==> config.mk <==
export PLATFORM = sky130hd
export DESIGN_NAME = mem_resp_stage
export DESIGN_NICKNAME = d
export VERILOG_FILES = /design/src/rtl/mem_resp_stage.sv
export SDC_FILE = /design/constraint.sdc
export NUM_CORES = 1
export LEC_CHECK = 0
export BUFFER_PORTS_ARGS = -buffer_cell sky130_fd_sc_hd__buf_2
export CAP_MARGIN = 10
export CORE_UTILIZATION = 45
export CTS_CLUSTER_SIZE = 25
export DETAILED_ROUTE_END_ITERATION = 10
export PLACE_DENSITY = 0.8
export RECOVER_POWER = 100
export SLEW_MARGIN = 0
export SYNTH_ARGS = -nofsm -noshare
export SYNTH_HDL_FRONTEND = slang
export SYNTH_SLANG_ARGS = --single-unit
==> constraint.sdc <==
create_clock -name clk -period 4.7 [get_ports clk]
set_input_delay 0.705 -clock clk [delete_from_list [all_inputs] [get_ports clk]]
set_output_delay 0.705 -clock clk [all_outputs]
set_load 0.1 [all_outputs]
==> src/rtl/mem_resp_stage.sv <==
// MEM stage: holds one EX instruction, waits for its data-SRAM response, extracts load data and
// drops responses of flushed loads. Optional macro MEM_LOAD_FWD_EN forwards finished load data on bypass.
module mem_resp_stage #(
    parameter int DISCARD_MAX = 3,
    parameter int CNT_W       = 2
) (
    input  logic        clk,
    input  logic        reset,
    input  logic        in_valid,
    input  logic        in_ready_go,
    input  logic [31:0] in_pc,
    input  logic [31:0] in_result,
    input  logic        in_rf_we,
    input  logic [4:0]  in_rf_waddr,
    input  logic [4:0]  in_ld_ctrl,
    input  logic        in_req,
    input  logic        flush,
    input  logic        data_sram_data_ok,
    input  logic [31:0] data_sram_rdata,
    output logic        mem_allow_in,
    input  logic        wb_allow_in,
    output logic        out_valid,
    output logic [31:0] out_result,
    output logic        out_rf_we,
    output logic [4:0]  out_rf_waddr,
    output logic [31:0] out_pc,
    output logic [4:0]  byp_waddr,
    output logic        byp_we,
    output logic        byp_busy,
    output logic [31:0] byp_data
);

    localparam int LD_W  = 4;
    localparam int LD_B  = 3;
    localparam int LD_BU = 2;
    localparam int LD_H  = 1;
    localparam int LD_HU = 0;

    generate
        if (DISCARD_MAX < 1 || DISCARD_MAX > 15 || (1 << CNT_W) <= DISCARD_MAX) begin : g_bad_param
            $error("mem_resp_stage: DISCARD_MAX must be 1..15 and fit in CNT_W bits");
        end
    endgenerate

    typedef enum logic [1:0] {
        ST_EMPTY,
        ST_WAIT,
        ST_DONE
    } state_t;

    state_t            r_state;
    logic [CNT_W-1:0]  r_discard;
    logic [31:0]       r_pc;
    logic [31:0]       r_result;
    logic              r_rf_we;
    logic [4:0]        r_rf_waddr;
    logic [4:0]        r_ld_ctrl;
    logic [31:0]       r_rdata;

    logic              w_cnt_zero;
    logic              w_cnt_full;
    logic              w_ready_go;
    logic              w_allow_in;
    logic              w_load;
    logic              w_resp_ours;
    logic              w_resp_stale;
    logic              w_orphan;
    state_t            w_entry_state;
    logic [7:0]        w_byte;
    logic [15:0]       w_half;
    logic [31:0]       w_load_data;
    logic              w_is_load;

    assign w_cnt_zero    = (r_discard == '0);
    assign w_cnt_full    = (r_discard == CNT_W'(DISCARD_MAX));
    assign w_ready_go    = (r_state == ST_DONE);
    // A new request must not enter while responses of flushed loads are still in flight,
    // otherwise its own response could not be told apart from a stale one.
    assign w_allow_in    = ((r_state == ST_EMPTY) | (w_ready_go & wb_allow_in))
                           & ~(~w_cnt_zero & in_req);
    assign w_load        = in_valid & in_ready_go & w_allow_in & ~flush;
    assign w_resp_ours   = data_sram_data_ok & w_cnt_zero & (r_state == ST_WAIT);
    assign w_resp_stale  = data_sram_data_ok & ~w_cnt_zero;
    assign w_orphan      = flush & (r_state == ST_WAIT) & ~w_resp_ours;
    assign w_entry_state = in_req ? ST_WAIT : ST_DONE;
    assign w_is_load     = (r_ld_ctrl != 5'b00000);

    always_ff @(posedge clk) begin
        if (reset) begin
            r_state    <= ST_EMPTY;
            r_discard  <= '0;
            r_pc       <= '0;
            r_result   <= '0;
            r_rf_we    <= 1'b0;
            r_rf_waddr <= '0;
            r_ld_ctrl  <= '0;
            r_rdata    <= '0;
        end else begin
            // A flushed request and a stale response in the same cycle cancel out.
            if (w_orphan && !w_resp_stale) begin
                if (!w_cnt_full) begin
                    r_discard <= r_discard + CNT_W'(1);
                end
            end else if (w_resp_stale && !w_orphan) begin
                r_discard <= r_discard - CNT_W'(1);
            end

            if (w_resp_ours) begin
                r_rdata <= data_sram_rdata;
            end

            if (w_load) begin
                r_pc       <= in_pc;
                r_result   <= in_result;
                r_rf_we    <= in_rf_we;
                r_rf_waddr <= in_rf_waddr;
                r_ld_ctrl  <= in_ld_ctrl;
            end

            case (r_state)
                ST_EMPTY: begin
                    if (w_load) begin
                        r_state <= w_entry_state;
                    end
                end
                ST_WAIT: begin
                    if (flush) begin
                        r_state <= ST_EMPTY;
                    end else if (w_resp_ours) begin
                        r_state <= ST_DONE;
                    end
                end
                ST_DONE: begin
                    if (flush) begin
                        r_state <= ST_EMPTY;
                    end else if (w_load) begin
                        r_state <= w_entry_state;
                    end else if (wb_allow_in) begin
                        r_state <= ST_EMPTY;
                    end
                end
                default: begin
                    r_state <= ST_EMPTY;
                end
            endcase
        end
    end

    always_comb begin
        w_byte = r_rdata[7:0];
        case (r_result[1:0])
            2'd1:    w_byte = r_rdata[15:8];
            2'd2:    w_byte = r_rdata[23:16];
            2'd3:    w_byte = r_rdata[31:24];
            default: w_byte = r_rdata[7:0];
        endcase
        w_half = r_result[1] ? r_rdata[31:16] : r_rdata[15:0];

        w_load_data = r_rdata;
        if (r_ld_ctrl[LD_W]) begin
            w_load_data = r_rdata;
        end else if (r_ld_ctrl[LD_B]) begin
            w_load_data = {{24{w_byte[7]}}, w_byte};
        end else if (r_ld_ctrl[LD_BU]) begin
            w_load_data = {24'h000000, w_byte};
        end else if (r_ld_ctrl[LD_H]) begin
            w_load_data = {{16{w_half[15]}}, w_half};
        end else if (r_ld_ctrl[LD_HU]) begin
            w_load_data = {16'h0000, w_half};
        end
    end

    assign mem_allow_in = w_allow_in;
    assign out_valid    = w_ready_go;
    assign out_result   = w_is_load ? w_load_data : r_result;
    assign out_rf_we    = r_rf_we;
    assign out_rf_waddr = r_rf_waddr;
    assign out_pc       = r_pc;
    assign byp_waddr    = r_rf_waddr;
    assign byp_we       = r_rf_we & (r_state != ST_EMPTY);

`ifdef MEM_LOAD_FWD_EN
    assign byp_busy     = (r_state == ST_WAIT);
    assign byp_data     = w_ready_go ? out_result : r_result;
`else
    assign byp_busy     = (r_state == ST_WAIT) | (w_ready_go & w_is_load);
    assign byp_data     = r_result;
`endif

endmodule

---- Word level (Yosys, flattened, before mapping) ----
Index checks and enable logic that the tools add are counted.
cells by class
  bitwise logic cells ..................... 19
  eq/ne operators ......................... 10
  $add $sub $neg .......................... 2
  reductions and logical operators ........ 11
  mux-type cells .......................... 19
operators by type and width
  operator                                                                  number
  32-bit two-way mux                                                        6
  8-bit one-hot mux with 3 select lines                                     1
  2-bit two-way mux                                                         10
  16-bit two-way mux                                                        1
  1-bit AND                                                                 13
  2-bit == test (second input constant)                                     4
  2-bit one-hot mux with 3 select lines                                     1
  5-bit nonzero test                                                        1
  2-bit by 1-bit == test with 1-bit output (second input constant)          2
  2-bit logical NOT                                                         2
  2-bit inequality test (second input constant)                             2
  4-bit by 3-bit inequality test with 1-bit output (second input constant)  1
  1-bit inverter                                                            4
  2-bit nonzero test                                                        2
  3-bit inequality test (second input constant)                             1
  3-bit AND reduction                                                       1
  2-bit by 1-bit adder with 2-bit output (second input constant)            1
  1-bit logical AND                                                         2
  1-bit logical NOT                                                         2
  1-bit bitwise OR                                                          2
  2-bit AND reduction                                                       1
  2-bit by 1-bit subtractor with 2-bit output (second input constant)       1
storage, ports and cells
  logic and storage cells ................. 69
  bits in registers ....................... 111
  output and inout bits ................... 111

---- Depth between registers and ports, before layout ----
  depth in word-level cells ............... 10
  depth in mapped cells ................... 7
  gate-level depth less buffers ........... 4

---- Least setup slack after synthesis ----
OpenSTA, ideal clock, no wires.
  path kind ............................... reg2out
  start ................................... register r_result[0] (netlist: byp_data[0])
  end ..................................... output port out_result[0]
  path slack .............................. -49 ps
  data arrival time ....................... 4044 ps
  buffers on the path ..................... 0
  data required time ...................... 3995 ps
  stages on the path, launching flop included .. 5
  path through ............................ dfxtp_1 > o21ai_0 > a21oi_1 > nor2_1 > o31ai_1
between the ends
  cells in the longest elaborated chain, start to end .. 6
  elaborated cells between the ends (all ways) .. 8
  classes of those cells .................. eq/ne (3); mux (5)
RTL lines
  item                                                                              RTL line  source
  from (decl)                                                                       54        logic [31:0] r_result;
  from (signal assigned)                                                            114       r_result <= in_result;
  2-bit == test / 2-bit by 1-bit == test with 1-bit output (equally long branches)  151       case (r_result[1:0])
  8-bit one-hot mux with 3 select lines                                             151
  32-bit two-way mux                                                                164       end else if (r_ld_ctrl[LD_BU]) begin
  32-bit two-way mux                                                                162       end else if (r_ld_ctrl[LD_B]) begin
  32-bit two-way mux                                                                160       if (r_ld_ctrl[LD_W]) begin
  32-bit two-way mux *                                                              175       assign out_result = w_is_load ? w_load_data : r_result;
  to (decl)                                                                         23        output logic [31:0] out_result,
Mark *: on every way between the ends. The rest lies on a longest branch, timed or not.

---- Worst setup path in the final report ----
  start ................................... register r_ld_ctrl[4]
  end ..................................... output port out_result[31]
between the ends
  cells in the longest elaborated chain, start to end .. 2
  elaborated cells between the ends (all ways) .. 3
  classes of those cells .................. mux (2); reduce/logical (1)
RTL lines
  item                                                             RTL line  source
  from (decl)                                                      57        logic [4:0] r_ld_ctrl;
  from (signal assigned)                                           117       r_ld_ctrl <= in_ld_ctrl;
  5-bit nonzero test / 32-bit two-way mux (equally long branches)  86, 160
  32-bit two-way mux *                                             175
Marks and branches as above.

==> flow_metrics.tcl <==
set metrics [dict create \
    viasPerCell 5.331 \
    grt_use_total 0.2614 \
    cpLargestDelayFamily "buffers and inverters" \
    path_cells "buf_4 -> o41ai_4 -> a221o_1 -> clkbuf_1" \
    critPathCaptureType "output port" \
    area_growth_pct 22.69 \
    finalSetupViolCount 0 \
    cp-startpoint "r_ld_ctrl[4]" \
    netlist_area_um2 4912 \
    die_area_um2 11340 \
    dpl.hpwl_um 10680 \
    required_ns 3.99 \
    hold_path_class "reg -> reg" \
    yosysSeqAreaShare 0.4524 \
    stdcell_area_um2 6027 \
    wl_um 14890 \
    grt_pass1_vias 4703 \
    grt_max_degree 78 \
    synth_top_family_by_area "simple AND/OR/NAND/NOR gates" \
    max_freq_mhz 250.8 \
    synthAdderAreaFrac 0 \
    ctsResizeCount 0 \
    grt_pass1_wl_um 23160 \
    num-fill-cells 1091 \
    drive_above_1_share 0.1836 \
    synthArstFlopShare 0 \
    gp_congestion 0.9347 \
    ir_drop_mv 0.2222 \
    max_stage_delay_ns 0.87 \
    skew_ns 0.009108 \
    tightestPinTransition_ns 3.258 \
    fin_crit_ns 3.988 \
    clkLatencyLatePin_ns 0.37 \
    synth-simple-area-share 0.2323 \
    synth_xor_area_frac 0 \
    cts.path.max_buffers 2 \
    p_leak_nw 2.204 \
    clock-sinks 111 \
    die_h_um 106.5 \
    firstDrtPassIters 5 \
    synthCells 634 \
    rsz0062_at_grt "false" \
    multi_input_comb_area_um2 2400 \
    slew_headroom -1.172 \
    rrSetupSlack_ns 0.83 \
    port_buffers 225 \
    holdCritStartpoint "out_pc[30]" \
    vias 5144 \
    reg2reg_from "r_discard[0]" \
    holdBufCountCts 0 \
    hold_viol 0 \
    numCtsBuffers 9 \
    synth-edff-count 0 \
    final_max_slew_viol_count 140 \
    syn_avg_cell_area_um2 7.748 \
    setup-tns-final_ns 0 \
    drv_cap 2 \
    ys_types 47 \
    post_cts_buffers 0 \
    use_met3 0.07296 \
    ys_ff_latch 111 \
    worstSetupPathType "reg -> out" \
    antenna_found_initial 1 \
    path_buf_inv 2 \
    crit_arrival_ns 3.28 \
    drtIter0Drc 324 \
    core_area_um2 10460 \
    final_cell_mix "nand2_1, a21oi_1, buf_2, clkbuf_1, dfxtp_1" \
    gr-total-overflow 0 \
    finish.utilization 0.5761 \
    nets 938 \
    synth-compound-area-share 0.2170 \
    ys.flop_type "dfxtp_1" \
    min_period_over_period 0.8485 \
    placed_area_um2 5992 \
    ys_warn_count 0 \
    htreeDepth 3 \
    die_w_um 106.5 \
    drcViolationCount 0 \
    muxShareOfSynthArea 0.03413 \
    core.rowCount 37 \
    regArea_um2 2222 \
    initial_core_util 0.4695 \
    whs_ns 0.4578 \
    wl_per_cell_um 15.43 \
    ant_nets 0 \
    final_common_cell "nand2_1" \
    cts-root-buf "clkbuf_8" \
    syn_nets 749 \
    path_max_fanout 22 \
    cts_tree "done" \
    use_met1 0.3303 \
    failed_checks "max-capacitance violations, max-slew violations" \
    run_status "complete, but fails checks" \
    p_per_area_nw_per_um2 331.0 \
    cp_slowest_cell "clkbuf_1" \
    start_kind "register" \
    grt_use_met2 0.4188 \
    clk_pin_slew_ns 0.11 \
    io_pins 226 \
    top_usage_layer "met2" \
]
[worst register-to-register path: stages, from the launching register on]
cell and delay [ns]:
dfxtp_1 0.38, o21a_1 0.25, nor4_4 0.25, clkbuf_1 2.32, nand2_1 0.35, a21oi_1 0.25
[cells in the mapped netlist, types with 2 or more instances]
cell,number,area (µm²)
nand2b_1,3,18.77
o2111ai_1,3,26.28
nand3b_1,3,22.52
nor3_1,4,20.02
clkbuf_1,28,105.1
buf_2,9,45.04
nor4_1,2,12.51
mux2_2,2,22.52
o221ai_1,5,43.79
a21oi_1,119,595.6
o21a_1,5,37.54
or3_1,4,25.02
mux4_2,2,45.04
a21o_1,2,15.01
nand2_1,235,882.1
o31ai_1,5,37.54
nor2_1,12,45.04
a221o_1,16,160.2
o21ai_0,8,40.04
mux2i_1,10,100.1
nand3_1,2,10.01
dfxtp_1,111,2222
inv_1,5,18.77
nor2b_1,2,12.51
buf_6,6,67.56
buf_4,10,75.07
[kinds of logic after synthesis]
group / after synthesis
AND/OR/NAND/NOR: 276
AO/OA/AOI/OAI: 174
flip-flops: 111
buffers and inverters: 59
multiplexers: 14
[worst paths after layout]
kind | to | cells after the start
worst max register to register | out_pc[16] | 5
worst min register to register | out_pc[30] | 2
worst min-delay path | out_pc[30] | 2
worst max-delay path | out_result[31] | 4
[state kept, by name, indices dropped and copies added (netlist names)]
name,flops
byp_data,32
byp_waddr,5
out_pc,32
out_rf_we,1
r_discard,2
r_ld_ctrl,5
r_rdata,32
r_state,2
[metal layers]
| metal | up-vias | part of all wire |
|---|---|---|
| met5 | - | 0 |
| met3 | 31 | 0.096 |
| met2 | 239 | 0.47 |
| met1 | 2345 | 0.41 |
| met4 | 0 | 0.025 |
| li1 | 2529 | - |
[cell type report]
cell class	count	area share
inverters	5	0.003114
repair buffers	232	0.1717
clock buffers	10	0.02117
flip-flops and latches	111	0.3687
multi-input cells	464	0.3982
well taps	136	0.02823
diodes	1	0.0004152
clock inverters	6	0.008512
[stage by stage]
stage	total power [mW]	setup slack (ns)	instances
after global placement	1.479	1.623	948
after floorplan	1.378	0.1356	634
after detailed placement	1.482	1.572	948
after global routing	2.074	0.4989	965
after CTS	2.016	1.140	964
final	1.995	0.7121	965
[power breakdown]
group	total (mW)	switching, mW	internal (mW)
Combinational	0.466	0.376	0.0898
Clock	0.542	0.339	0.203
Sequential	0.988	0.0230	0.965
No activity file was read; power rests on OpenSTA's default activity.
